### config.mk
export PLATFORM = sky130hd
export DESIGN_NAME = bcd2bin_n
export DESIGN_NICKNAME = d
export VERILOG_FILES = /design/src/rtl/bcd_pkg.sv /design/src/rtl/bcd_digit_adj.sv /design/src/rtl/bcd2bin_n.sv
export SDC_FILE = /design/constraint.sdc
export NUM_CORES = 1
export LEC_CHECK = 0
export CORE_ASPECT_RATIO = 1.2
export CORE_MARGIN = 5
export CORE_UTILIZATION = 52
export DETAILED_ROUTE_END_ITERATION = 10
export GPL_ROUTABILITY_DRIVEN = 0
export PLACE_DENSITY = 0.83
export SLEW_MARGIN = 30
export SYNTH_ARGS = -nofsm -noshare
export SYNTH_HDL_FRONTEND = slang
export SYNTH_SLANG_ARGS = --single-unit
### constraint.sdc
create_clock -name clk -period 1.45 [get_ports clk]
set_input_delay 0.2175 -clock clk [delete_from_list [all_inputs] [get_ports clk]]
set_output_delay 0.2175 -clock clk [all_outputs]
set_load 0.02 [all_outputs]
### src/rtl/bcd_pkg.sv
// Purpose : shared constants, FSM state encoding and helpers for the BCD-to-binary converters.
// Latency : n/a (package only).
// Backpressure: n/a.
// Contents: BCD_DIGIT_W, state_t {IDLE, OP, DONE}, min_bin_w(), digit_valid().
package bcd_pkg;

  localparam int BCD_DIGIT_W = 4;

  typedef enum logic [1:0] {
    IDLE = 2'd0,
    OP   = 2'd1,
    DONE = 2'd2
  } state_t;

  // Smallest binary width able to hold 10^n - 1, i.e. ceil(log2(10^n)).
  // A 128-bit accumulator keeps the power of ten exact for any practical digit count.
  function automatic int min_bin_w(input int n);
    logic [127:0] p;
    int           w;
    p = 128'd1;
    for (int i = 0; i < n; i++) p = p * 128'd10;
    w = 0;
    for (int k = 0; k < 128; k++) begin
      if ((128'd1 << w) < p) w = w + 1;
    end
    return w;
  endfunction

  function automatic logic digit_valid(input logic [BCD_DIGIT_W-1:0] d);
    return (d <= 4'd9);
  endfunction

endpackage

### src/rtl/bcd_digit_adj.sv
// Purpose : per-digit correction for reverse double-dabble; subtracts 3 from a digit >= 8.
// Latency : combinational, zero cycles.
// Backpressure: none (pure function).
// Ports   : i_dig - shifted BCD digit, o_dig - corrected digit.
module bcd_digit_adj
  import bcd_pkg::*;
(
  input  logic [BCD_DIGIT_W-1:0] i_dig,
  output logic [BCD_DIGIT_W-1:0] o_dig
);

  // A digit reads >= 8 only when the LSB of the next-higher digit moved into its MSB.
  // That bit is worth 5 in this position but reads as 8, hence the -3 correction.
  assign o_dig = (i_dig >= 4'd8) ? (i_dig - 4'd3) : i_dig;

endmodule

### src/rtl/bcd2bin_n.sv
// Purpose : iterative N-digit BCD-to-binary converter (reverse double-dabble) with invalid-digit flag.
// Latency : start accepted at edge t -> done_tick in cycle t+BIN_W+1; invalid digit -> t+1.
// Backpressure: start honoured only while ready=1; starts while busy are dropped, not queued.
// Ports   : clk, reset (async, active-high), start, bcd (packed digits, digit 0 = LSD),
//           ready (IDLE), done_tick (1-cycle result strobe), bin (result), err (digit > 9 seen).
module bcd2bin_n
  import bcd_pkg::*;
#(
  parameter int N_DIGITS = 4,
  parameter int BIN_W    = 14
) (
  input  logic                            clk,
  input  logic                            reset,
  input  logic                            start,
  input  logic [BCD_DIGIT_W*N_DIGITS-1:0] bcd,
  output logic                            ready,
  output logic                            done_tick,
  output logic [BIN_W-1:0]                bin,
  output logic                            err
);

  localparam int BCD_W = BCD_DIGIT_W * N_DIGITS;
  localparam int CNT_W = $clog2(BIN_W);

  generate
    if (BIN_W < min_bin_w(N_DIGITS)) begin : g_bin_w_too_small
      $error("bcd2bin_n: BIN_W=%0d cannot hold %0d BCD digits (needs %0d)",
             BIN_W, N_DIGITS, min_bin_w(N_DIGITS));
    end
  endgenerate

  state_t             r_state;
  state_t             w_state_next;
  logic [BCD_W-1:0]   r_bcd;
  logic [BCD_W-1:0]   w_bcd_next;
  logic [BIN_W-1:0]   r_bin;
  logic [BIN_W-1:0]   w_bin_next;
  logic [CNT_W-1:0]   r_n;
  logic [CNT_W-1:0]   w_n_next;
  logic               r_err;
  logic               w_err_next;

  logic [BCD_W+BIN_W-1:0] w_shift;
  logic [BCD_W-1:0]       w_shift_bcd;
  logic [BIN_W-1:0]       w_shift_bin;
  logic [BCD_W-1:0]       w_adj_bcd;
  logic [N_DIGITS-1:0]    w_digit_bad;
  logic                   w_any_bad;

  // One right shift of the concatenated register pair per OP cycle; the BCD
  // LSB falls into the binary MSB, so after BIN_W shifts bin holds the value.
  assign w_shift     = {r_bcd, r_bin} >> 1;
  assign w_shift_bcd = w_shift[BCD_W+BIN_W-1:BIN_W];
  assign w_shift_bin = w_shift[BIN_W-1:0];

  genvar gi;
  generate
    for (gi = 0; gi < N_DIGITS; gi++) begin : g_digit
      bcd_digit_adj u_adj (
        .i_dig (w_shift_bcd[gi*BCD_DIGIT_W +: BCD_DIGIT_W]),
        .o_dig (w_adj_bcd[gi*BCD_DIGIT_W +: BCD_DIGIT_W])
      );
      assign w_digit_bad[gi] = ~digit_valid(bcd[gi*BCD_DIGIT_W +: BCD_DIGIT_W]);
    end
  endgenerate

  assign w_any_bad = |w_digit_bad;

  always_ff @(posedge clk or posedge reset) begin
    if (reset) begin
      r_state <= IDLE;
    end else begin
      r_state <= w_state_next;
    end
  end

  always_comb begin
    w_state_next = r_state;
    w_bcd_next   = r_bcd;
    w_bin_next   = r_bin;
    w_n_next     = r_n;
    w_err_next   = r_err;
    case (r_state)
      IDLE: begin
        if (start) begin
          w_bcd_next = bcd;
          w_bin_next = '0;
          w_n_next   = CNT_W'(BIN_W - 1);
          w_err_next = 1'b0;
          // A bad digit skips the conversion entirely and reports through err.
          if (w_any_bad) begin
            w_err_next   = 1'b1;
            w_state_next = DONE;
          end else begin
            w_state_next = OP;
          end
        end
      end
      OP: begin
        w_bcd_next = w_adj_bcd;
        w_bin_next = w_shift_bin;
        // Counter saturates at zero; the exit is taken on the last iteration.
        if (r_n == '0) begin
          w_state_next = DONE;
        end else begin
          w_n_next = r_n - CNT_W'(1);
        end
      end
      DONE: begin
        w_state_next = IDLE;
      end
      default: begin
        w_state_next = IDLE;
      end
    endcase
  end

  always_ff @(posedge clk or posedge reset) begin
    if (reset) begin
      r_bcd <= '0;
      r_bin <= '0;
      r_n   <= '0;
      r_err <= 1'b0;
    end else begin
      r_bcd <= w_bcd_next;
      r_bin <= w_bin_next;
      r_n   <= w_n_next;
      r_err <= w_err_next;
    end
  end

  // Outputs come from registers only, so no path from start/bcd to any output.
  assign ready     = (r_state == IDLE);
  assign done_tick = (r_state == DONE);
  assign bin       = r_bin;
  assign err       = r_err;

endmodule

==> run_results.csv <==
group,metric,value,unit
sta,fin_crit,1.360,ns
flow_run,drv_cap,0,
route,vias_per_cell,5.495,
die,pin_count,36,
sta,period_share,0.9376,
final_layout,drive_gt1_frac,0.1732,
sta,finalHoldViolCount,0,
route,drtAntennaViolNets,0,
clock_network,cts.sinks,37,
worst_setup_path,reg2reg_depth,5,
grt,grt_pass1_vias,1557,
final_layout,final_util,0.6911,
logic_synthesis,synth_ff_type,"dfrtp_1",
grt,grt_max_degree,38,
logic_synthesis,syn_area_per_cell,11.08,um2
die,core_area,0.003694,mm2
sta,final.setup.tns,0,ns
logic_synthesis,synth_cell_type_count,37,
clock_network,insertion_delay,0.29,ns
worst_setup_path,endpoint_kind,"output port",
die,initial_core_util,0.5461,
worst_setup_path,start_kind,"register",
grt,grt_pass1_wl,7.176,mm
die,die_h,78.23,um
power,p_total,4.523,mW
logic_synthesis,synthArstFlopShare,1.000,
sta,setup_viol,0,
hold_path,hold_path_class,"primary input to async pin",
sta,tightestPinTransition,0.3413,ns
placed_design,dp_hpwl,3.235,mm
power,power.density,1772,mW/mm2
grt,grt.overflow.total,0,
clock_network,cts-root-buf,"clkbuf_8",
route,firstDrtPassIters,4,
logic_synthesis,synth_warnings,0,
worst_setup_path,cp_max_fo,4,
power,ir_drop,1219,uV
sta,slew_headroom,0.7700,
sta,fmaxAchievable,735.6,MHz
final_layout,seqCellArea,925.9,um2
logic_synthesis,syn-cell-area,0.002017,mm2
clock_network,cts_hold_buffers,0,
final_layout,layout.nets,256,
route,vias,1555,
final_layout,fill_cells,294,
power,p_leak,1.246,nW
route,wire_per_inst,15.51,um
placed_design,portBuffers,35,
sta,rsz0062_at_grt,"false",
sta,maxSlewViolCount,0,
route,drt_wl_total,4.389,mm
logic_synthesis,synth_area_leaders,"dfrtp_1 46%, a22o_1 6.1%, a221oi_2 4.5%",
die,dieWidth,66.86,um
grt,track_usage,0.1818,
die,std_cell_rows,24,
logic_synthesis,syn_nets,208,
run_status,outcome,"finished clean",
clock_network,cts_tree,"yes",
logic_synthesis,yosys.area.top_type,"dfrtp_1",
worst_setup_path,cp_data_required_time,1.23,ns
clock_network,cts_inserted_buffers,5,
grt,antenna_found_initial,0,
final_layout,insertedDiodeCount,0,
die,dieArea,0.005230,mm2
logic_synthesis,yosys.area.top_type_share,0.4591,
sta,fin_skew,0.006907,ns
route,drtIter0Drc,83,
route,drc,0,
clock_network,htreeDepth,2,
logic_synthesis,synth_edf_count,0,
logic_synthesis,synthCells,182,
clock_network,clk_pin_slew,0.08,ns
worst_setup_path,worstPathArrival,1.14,ns
clock_network,cts_buffer_depth,2,
final_layout,area_growth,26.55,%
logic_synthesis,ys_ff_latch,37,
final_layout,multi_input_area,930.9,um2
logic_synthesis,synth_seq_area_share,0.4591,
worst_setup_path,timing_worst_setup_path_type,"register to output port",
[metrics by stage]
stage	setup slack (ns)	hold WS (ns)	instance area (um2)	std cells
floorplan	0.2137	0.3500	2017	182
global placement	-0.03041	0.4591	2469	274
detailed placement	-0.05536	0.4800	2469	274
CTS	0.04171	0.2997	2549	282
global route	0.01122	0.3554	2552	283
finish	0.09049	0.2884	2552	283
[per-layer routing]
layer / vias to the layer above / part of all wire / track usage / wire, um
li1: 747 / - / - / -
met1: 757 / 0.42 / 0.2280 / 1845
met2: 42 / 0.51 / 0.2937 / 2233
met3: 9 / 0.046 / 0.03143 / 203
met4: 0 / 0.024 / 0.09939 / 106
met5: - / 0 / 0 / 0
[registers in the layout (all words and copies together) (netlist names)]
register,flops
r_state,2
r_bcd,16
err,1
bin,14
r_n,4
[timing repair]
action / 4_1_cts / 5_1_grt
hold endpoints to repair: 0 / 0
gates cloned: 0 / 0
buffers inserted: 0 / 1
pin swaps: 0 / 1
setup endpoints to repair: 17 / 7
gates resized for setup: 17 / 2
[critical path, cell delays in order (launching register included)]
cell and delay [ns]:
dfrtp_1 0.41, nor2b_1 0.11, dlygate4sd2_1 0.34
[synthesized netlist by cell type, types with 4 or more instances]
library cell,n
mux2i_1,4
nor2_1,16
a221oi_2,6
buf_6,5
inv_1,12
dfrtp_1,37
o21ai_0,10
xnor2_1,4
ha_1,7
a22oi_1,5
o22ai_1,6
a22o_1,14
nand2_1,11
[logic make-up after synthesis]
family                     synth area share
buffers and inverters               0.07940
AOI/OAI and AO/OA                    0.2438
DFF                                  0.4591
xor gates and xnor gates            0.03040
and+or+nand+nor                      0.1241
muxes                               0.01985
adders and majority gates           0.04342
[power by group]
part           internal, mW  total, mW  switching [mW]
sequential             1.34       1.66           0.324
clock                 0.429      0.788           0.359
combinational         0.969       2.07            1.10
total                  2.74       4.52            1.78
[final timing paths]
kind                                         from              endpoint  slack (ns)
max                        r_state[0]$_DFFE_PP0P_             done_tick        0.09
min in group clk                  err$_DFFE_PP0P_       err$_DFFE_PP0P_        0.50
min reg2reg                       err$_DFFE_PP0P_       err$_DFFE_PP0P_        0.50
max reg2reg                r_state[0]$_DFFE_PP0P_    bin[2]$_DFFE_PP0P_        0.10
max in group asynchronous                   reset    r_n[3]$_DFFE_PP0P_        0.98
min                                         reset  r_bcd[3]$_DFFE_PP0P_        0.29
[final cells by class]
class                   instances  share of cell area
clock buffers                   7             0.03775
clock inverters                 1            0.001961
inverters                      13             0.02010
multi-input cells             121              0.3647
flip-flops and latches         37              0.3627
well taps                      52             0.02549
repair buffers                 52              0.1873
[cells in the final DEF (no fill, tap or decap), types with 4 or more instances in the layout]
cell type         n
clkdlybuf4s50_1  18
xnor2_1           4
a221oi_2          6
buf_4            15
ha_1              7
mux2i_1           4
a22o_1           14
dlygate4sd2_1    16
inv_1            12
nand2_1          11
o22ai_1           6
clkbuf_8          7
nor2_1           16
a22oi_1           5
o21ai_0          10
dfrtp_1          37
Note: power is estimated with default switching activity, not from simulation.
